## config.mk

```make
export PLATFORM = sky130hd
export DESIGN_NAME = uart_receiver
export DESIGN_NICKNAME = d
export VERILOG_FILES = /design/src/rtl/uart_receiver.sv
export SDC_FILE = /design/constraint.sdc
export NUM_CORES = 1
export LEC_CHECK = 0
export CAP_MARGIN = 5
export CORE_MARGIN = 4
export CORE_UTILIZATION = 60
export CTS_CLUSTER_DIAMETER = 120
export DETAILED_ROUTE_END_ITERATION = 8
export PLACE_DENSITY = 0.82
export RECOVER_POWER = 50
export SLEW_MARGIN = 0
export SYNTH_ARGS = -nofsm -noshare
export SYNTH_HDL_FRONTEND = slang
export SYNTH_SLANG_ARGS = --single-unit
```

## constraint.sdc

```tcl
create_clock -name i_clk -period 5.7 [get_ports i_clk]
set_clock_uncertainty 0.15 [all_clocks]
set_input_delay 1.14 -clock i_clk [delete_from_list [all_inputs] [get_ports i_clk]]
set_output_delay 1.14 -clock i_clk [all_outputs]
set_load 0.05 [all_outputs]
```

## src/rtl/uart_receiver.sv

```systemverilog
// UART receive stage: 16x oversampled recovery of 8-bit frames with optional
// even/odd parity and one or two stop bits, presented through a valid/ack hold register.
module uart_receiver #(
    parameter int unsigned CLK_HZ = 100_000_000
) (
    input  logic       i_clk,
    input  logic       i_rst_n,
    input  logic [1:0] i_baud_rate,
    input  logic [1:0] i_parity_mode,
    input  logic       i_stop_bits,
    input  logic       i_rx,
    input  logic       i_rx_ack,
    output logic [7:0] o_rx_data,
    output logic       o_rx_valid,
    output logic       o_parity_error,
    output logic       o_framing_error,
    output logic       o_overrun,
    output logic       o_rx_busy
);

    localparam int unsigned DIV_9600   = CLK_HZ / (16 * 9600);
    localparam int unsigned DIV_19200  = CLK_HZ / (16 * 19200);
    localparam int unsigned DIV_57600  = CLK_HZ / (16 * 57600);
    localparam int unsigned DIV_115200 = CLK_HZ / (16 * 115200);
    localparam int unsigned CNT_W      = (DIV_9600 > 1) ? $clog2(DIV_9600) : 1;

    localparam logic [CNT_W-1:0] TC_9600   = CNT_W'((DIV_9600   > 0) ? DIV_9600   - 1 : 0);
    localparam logic [CNT_W-1:0] TC_19200  = CNT_W'((DIV_19200  > 0) ? DIV_19200  - 1 : 0);
    localparam logic [CNT_W-1:0] TC_57600  = CNT_W'((DIV_57600  > 0) ? DIV_57600  - 1 : 0);
    localparam logic [CNT_W-1:0] TC_115200 = CNT_W'((DIV_115200 > 0) ? DIV_115200 - 1 : 0);

    typedef enum logic [2:0] {
        S_IDLE,
        S_START,
        S_DATA,
        S_PARITY,
        S_STOP1,
        S_STOP2
    } state_t;

    function automatic logic [CNT_W-1:0] term_count(input logic [1:0] baud);
        logic [CNT_W-1:0] tc;
        case (baud)
            2'b00:   tc = TC_9600;
            2'b01:   tc = TC_19200;
            2'b10:   tc = TC_57600;
            default: tc = TC_115200;
        endcase
        return tc;
    endfunction

    state_t           r_state;
    logic [1:0]       r_sync;
    logic             r_rx_prev;
    logic [CNT_W-1:0] r_cnt;
    logic [CNT_W-1:0] r_term;
    logic [3:0]       r_phase;
    logic             r_s7;
    logic             r_s8;
    logic [2:0]       r_bit_idx;
    logic [7:0]       r_shift;
    logic             r_perr;
    logic             r_ferr;
    logic             r_par_en;
    logic             r_par_odd;
    logic             r_two_stop;

    logic             w_rx;
    logic             w_fall;
    logic             w_tick;
    logic [3:0]       w_phase_nxt;
    logic             w_decide;
    logic             w_wrap;
    logic             w_bit;
    logic             w_last_stop;
    logic             w_complete;
    logic             w_frame_ferr;
    logic             w_ack;

    assign w_rx         = r_sync[1];
    assign w_fall       = r_rx_prev & ~w_rx;
    assign w_tick       = (r_state != S_IDLE) && (r_cnt == r_term);
    assign w_phase_nxt  = r_phase + 4'd1;
    assign w_decide     = w_tick && (w_phase_nxt == 4'd9);
    assign w_wrap       = w_tick && (r_phase == 4'd15);
    assign w_bit        = (r_s7 & r_s8) | (r_s7 & w_rx) | (r_s8 & w_rx);
    assign w_last_stop  = (r_state == S_STOP2) || ((r_state == S_STOP1) && !r_two_stop);
    assign w_complete   = w_decide && w_last_stop;
    assign w_frame_ferr = r_ferr | ~w_bit;
    assign w_ack        = i_rx_ack & o_rx_valid;

    // Two-flop synchronizer plus one more stage for falling-edge detection.
    always_ff @(posedge i_clk or negedge i_rst_n) begin
        if (!i_rst_n) begin
            r_sync    <= 2'b11;
            r_rx_prev <= 1'b1;
        end else begin
            r_sync    <= {r_sync[0], i_rx};
            r_rx_prev <= w_rx;
        end
    end

    // Oversample timing and frame FSM; bit value is a 2-of-3 vote across phases 7..9.
    always_ff @(posedge i_clk or negedge i_rst_n) begin
        if (!i_rst_n) begin
            r_state    <= S_IDLE;
            r_cnt      <= '0;
            r_term     <= '0;
            r_phase    <= '0;
            r_s7       <= 1'b1;
            r_s8       <= 1'b1;
            r_bit_idx  <= '0;
            r_shift    <= '0;
            r_perr     <= 1'b0;
            r_ferr     <= 1'b0;
            r_par_en   <= 1'b0;
            r_par_odd  <= 1'b0;
            r_two_stop <= 1'b0;
            o_rx_busy  <= 1'b0;
        end else begin
            if (r_state == S_IDLE) begin
                r_cnt   <= '0;
                r_phase <= '0;
            end else begin
                r_cnt <= w_tick ? '0 : r_cnt + CNT_W'(1);
                if (w_tick) begin
                    r_phase <= w_phase_nxt;
                end
                if (w_tick && (w_phase_nxt == 4'd7)) begin
                    r_s7 <= w_rx;
                end
                if (w_tick && (w_phase_nxt == 4'd8)) begin
                    r_s8 <= w_rx;
                end
            end

            case (r_state)
                S_IDLE: begin
                    if (w_fall) begin
                        r_state    <= S_START;
                        r_term     <= term_count(i_baud_rate);
                        r_par_en   <= ~i_parity_mode[1];
                        r_par_odd  <= i_parity_mode[0];
                        r_two_stop <= i_stop_bits;
                        r_perr     <= 1'b0;
                        r_ferr     <= 1'b0;
                        o_rx_busy  <= 1'b1;
                    end
                end
                S_START: begin
                    if (w_decide && w_bit) begin
                        r_state   <= S_IDLE;
                        o_rx_busy <= 1'b0;
                    end else if (w_wrap) begin
                        r_state   <= S_DATA;
                        r_bit_idx <= '0;
                    end
                end
                S_DATA: begin
                    if (w_decide) begin
                        r_shift <= {w_bit, r_shift[7:1]};
                    end
                    if (w_wrap) begin
                        if (r_bit_idx == 3'd7) begin
                            r_state <= r_par_en ? S_PARITY : S_STOP1;
                        end
                        r_bit_idx <= r_bit_idx + 3'd1;
                    end
                end
                S_PARITY: begin
                    if (w_decide) begin
                        r_perr <= w_bit ^ (^r_shift) ^ r_par_odd;
                    end
                    if (w_wrap) begin
                        r_state <= S_STOP1;
                    end
                end
                S_STOP1, S_STOP2: begin
                    if (w_decide && !w_bit) begin
                        r_ferr <= 1'b1;
                    end
                    // Leave at the mid-bit decision so the next start edge is not missed.
                    if (w_complete) begin
                        r_state   <= S_IDLE;
                        o_rx_busy <= 1'b0;
                    end else if (w_wrap) begin
                        r_state <= S_STOP2;
                    end
                end
                default: begin
                    r_state   <= S_IDLE;
                    o_rx_busy <= 1'b0;
                end
            endcase
        end
    end

    // Hold register: an ack in the completion cycle frees the slot for the new frame.
    always_ff @(posedge i_clk or negedge i_rst_n) begin
        if (!i_rst_n) begin
            o_rx_data       <= '0;
            o_rx_valid      <= 1'b0;
            o_parity_error  <= 1'b0;
            o_framing_error <= 1'b0;
            o_overrun       <= 1'b0;
        end else if (w_complete && (!o_rx_valid || w_ack)) begin
            o_rx_data       <= r_shift;
            o_parity_error  <= r_perr;
            o_framing_error <= w_frame_ferr;
            o_rx_valid      <= 1'b1;
            o_overrun       <= 1'b0;
        end else if (w_complete) begin
            o_overrun <= 1'b1;
        end else if (w_ack) begin
            o_rx_valid <= 1'b0;
            o_overrun  <= 1'b0;
        end
    end

endmodule

```

==> impl_metrics.py <==
metrics = {
    "sta": {
        "slew_viol_final": 59,
        "worst_pin_slew_ns": 3.02,
        "finalCriticalPeriod_ns": 3.74,
        "fin_ws_ns": 1.96,
        "max_freq_mhz": 267,
        "rsz0062_at_grt": "no",
        "finalHoldViolations": 0,
        "holdWs_ns": 0.224,
        "setup_violations": 0,
        "min_period_over_period": 0.656,
        "relSlewSlack": -1.01,
        "setup_tns_ns": 0,
    },
    "clock_tree": {
        "post-cts-setup-buffer-count": 0,
        "cts_root_buffer": "clkbuf_8",
        "ctsHoldBuffers": 0,
        "cts.repair.resized": 0,
        "clock_path_buffers": 2,
        "clk_latency_ns": 0.33,
        "cts.htree.levels": 3,
        "tritoncts": "yes",
        "cts_buffers": 9,
        "cts_sinks": 58,
        "clkTransAtPathRegs_ns": 0.06,
    },
    "status": {
        "status": "complete, but fails checks",
        "violations": "max-capacitance violations, max-slew violations",
    },
    "placed_design": {
        "gp_congestion": 0.879,
        "pre_cts_ws_ns": 3.01,
        "portBuffers": 21,
        "dp_hpwl_um": 3790,
        "dp_cells": 331,
        "post_dp_cell_area_um2": 3140,
    },
    "critical_path": {
        "worst-path-max-fanout": 58,
        "path_cells": "buf_2 > clkbuf_1",
        "critPathMaxStageDelay_ns": 2.13,
        "start_kind": "primary input",
        "crit_type": "in -> async",
        "cpMaxStageDelayCell": "clkbuf_1",
        "crit_path_end_kind": "asynchronous set/reset pin",
        "crit_buf_inv": 2,
        "cp.required_ns": 5.33,
        "crit_arrival_ns": 3.36,
        "path_delay_family": "buffers and inverters",
    },
    "global_route": {
        "antenna_found_initial": 0,
        "grt_usage": 0.214,
        "grt_max_degree": 59,
        "grt_pass1_vias": 2031,
        "overflow": 0,
        "grt_pass1_wl_um": 9830,
    },
    "power": {
        "switching_power_uw": 363,
        "vdd_drop_max_mv": 0.224,
        "p_int_uw": 826,
        "finalPower_mw": 1.19,
        "seqPwrFrac": 0.454,
        "combPwrFrac": 0.198,
        "p_leak_nw": 1.62,
        "p_sw_frac": 0.306,
        "power_density_nw_per_um2": 354,
        "clock_power_share": 0.348,
    },
    "die": {
        "die_h_um": 77.3,
        "core_um2": 4500,
        "start_util": 0.640,
        "io_pins": 22,
        "die_w_um": 77.3,
        "design.die.area_um2": 5980,
        "rows": 24,
    },
    "synth": {
        "yosysSeqAreaShare": 0.506,
        "synthCells": 261,
        "ys_top_cells_by_area": "dfrtp_1 (46%), mux2_4 (5.2%), nand2_1 (5.0%)",
        "yosys.area_share.simple": 0.171,
        "ys_types": 48,
        "synth-xor-area-share": 0.0821,
        "synth_top_family_by_area": "simple AND/OR/NAND/NOR gates",
        "syn_nets": 281,
        "synth.avg_cell_area_um2": 11.0,
        "synth_area_um2": 2880,
        "synthMuxAreaShare": 0.106,
        "synthAdderAreaFrac": 0.0512,
        "synth_top_area_share": 0.460,
        "synth_compound_area_frac": 0.0695,
        "ys_seq_elements": 58,
        "yosysTopAreaCell": "dfrtp_1",
        "yosys_warnings": 0,
    },
    "layout": {
        "final_cells": 347,
        "post-route-util": 0.746,
        "fillCellCount": 299,
        "syn2layout_area_growth_pct": 16.5,
        "layout-drive-gt1-share": 0.166,
        "final_cell_mix": "dfrtp_1 (53), nand2_1 (38), nor2_1 (26)",
        "nNetsFinal": 310,
        "final_common_cell": "dfrtp_1",
        "final_area_um2": 3360,
        "diodes": 0,
    },
    "min_path": {
        "min_path_type": "reg -> reg",
    },
    "detailed_routing": {
        "vias": 1991,
        "routed_wl_um": 5660,
        "drtIter0Drc": 239,
        "final_antenna_net_count": 0,
        "wl_per_cell_um": 16.3,
        "drc_errors": 0,
        "dr.pass1.iters": 4,
        "vias_per_cell": 5.74,
    },
    "run": {
        "drv_cap": 1,
    },
}
==> kinds of logic (layout without fill, tap and decap cells) <==
family | after synthesis | in the layout
AOI/OAI and AO/OA | 30 | 30
buffers and inverters | 11 | 45
muxes | 24 | 24
xor gates and xnor gates | 27 | 27
adders and majority gates | 12 | 12
and+or+nand+nor | 99 | 99
DFF | 58 | 58
==> cell usage after synthesis, drive strengths merged <==
cell,count
dfrtp,53
nand2,39
nor2,26
mux2,21
xor2,15
xnor2,12
ha,11
nand3,9
o21ai,8
inv,7
a21oi,6
dfstp,5
nand2b,4
nor3,4
nor4,4
a22o,3
and3,3
clkbuf,3
mux2i,3
nand4,2
o21a,2
or3,2
a2111oi,1
a211o,1
a211oi,1
a21bo,1
a21boi,1
a21o,1
a2bb2oi,1
a31oi,1
buf,1
maj3,1
nand3b,1
nand4b,1
nor2b,1
nor3b,1
o211ai,1
o311ai,1
o31ai,1
or2,1
or3b,1
==> cell type report <==
| cell class | count | area, um2 | share of cell area |
|---|---|---|---|
| Multi-Input combinational cell | 192 | 1380 | 0.411 |
| Sequential cell | 58 | 1460 | 0.434 |
| Clock inverter | 5 | 77.6 | 0.0231 |
| Tap cell | 52 | 65.1 | 0.0194 |
| Timing Repair Buffer | 22 | 209 | 0.0622 |
| Inverter | 7 | 26.3 | 0.00782 |
| Clock buffer | 11 | 141 | 0.0421 |
==> final timing paths <==
check / startpoint / endpoint / slack, ns / cells past startpoint
worst max-delay path: i_rst_n / r_shift[4]$_DFFE_PN0P_ / 1.96 / 2
worst min-delay path: r_sync[0]$_DFF_PN1_ / r_sync[1]$_DFF_PN1_ / 0.22 / 0
worst max register to register: r_term[7]$_DFFE_PN0P_ / r_state[0]$_DFFE_PN0P_ / 2.97 / 6
worst min register to register: r_sync[0]$_DFF_PN1_ / r_sync[1]$_DFF_PN1_ / 0.22 / 0
max in group i_clk: o_rx_data[0]$_DFFE_PN0P_ / o_rx_data[0] / 2.86 / 1
min in group asynchronous: i_rst_n / r_phase[3]$_DFFE_PN0P_ / 1.74 / 2
==> flip-flops by register name, summed over array words and instances, names as in the netlist <==
register / count
r_rx_prev: 1
o_rx_busy: 1
r_state: 3
r_sync: 2
r_s8: 1
r_par_en: 1
r_par_odd: 1
o_framing_error: 1
r_phase: 4
r_perr: 1
o_rx_valid: 1
o_parity_error: 1
r_s7: 1
r_shift: 8
r_two_stop: 1
o_rx_data: 8
o_overrun: 1
r_bit_idx: 3
r_term: 7
r_ferr: 1
r_cnt: 10
==> power by group through the flow <==
stage	logic, mW	registers, mW	clock network [mW]
6_report	0.236	0.540	0.414
3_5_place_dp	0.236	0.546	0
5_1_grt	0.267	0.551	0.444
4_1_cts	0.239	0.539	0.422
3_3_place_gp	0.229	0.542	0
2_1_floorplan	0.175	0.534	0
==> metal layers <==
metal,up-vias,GRT usage,wire [um]
li1,958,-,-
met1,963,0.273,2490
met2,57,0.345,2810
met3,13,0.0585,261
met4,0,0.0872,103
met5,-,0,0
Power figures use the tool's default switching activity.
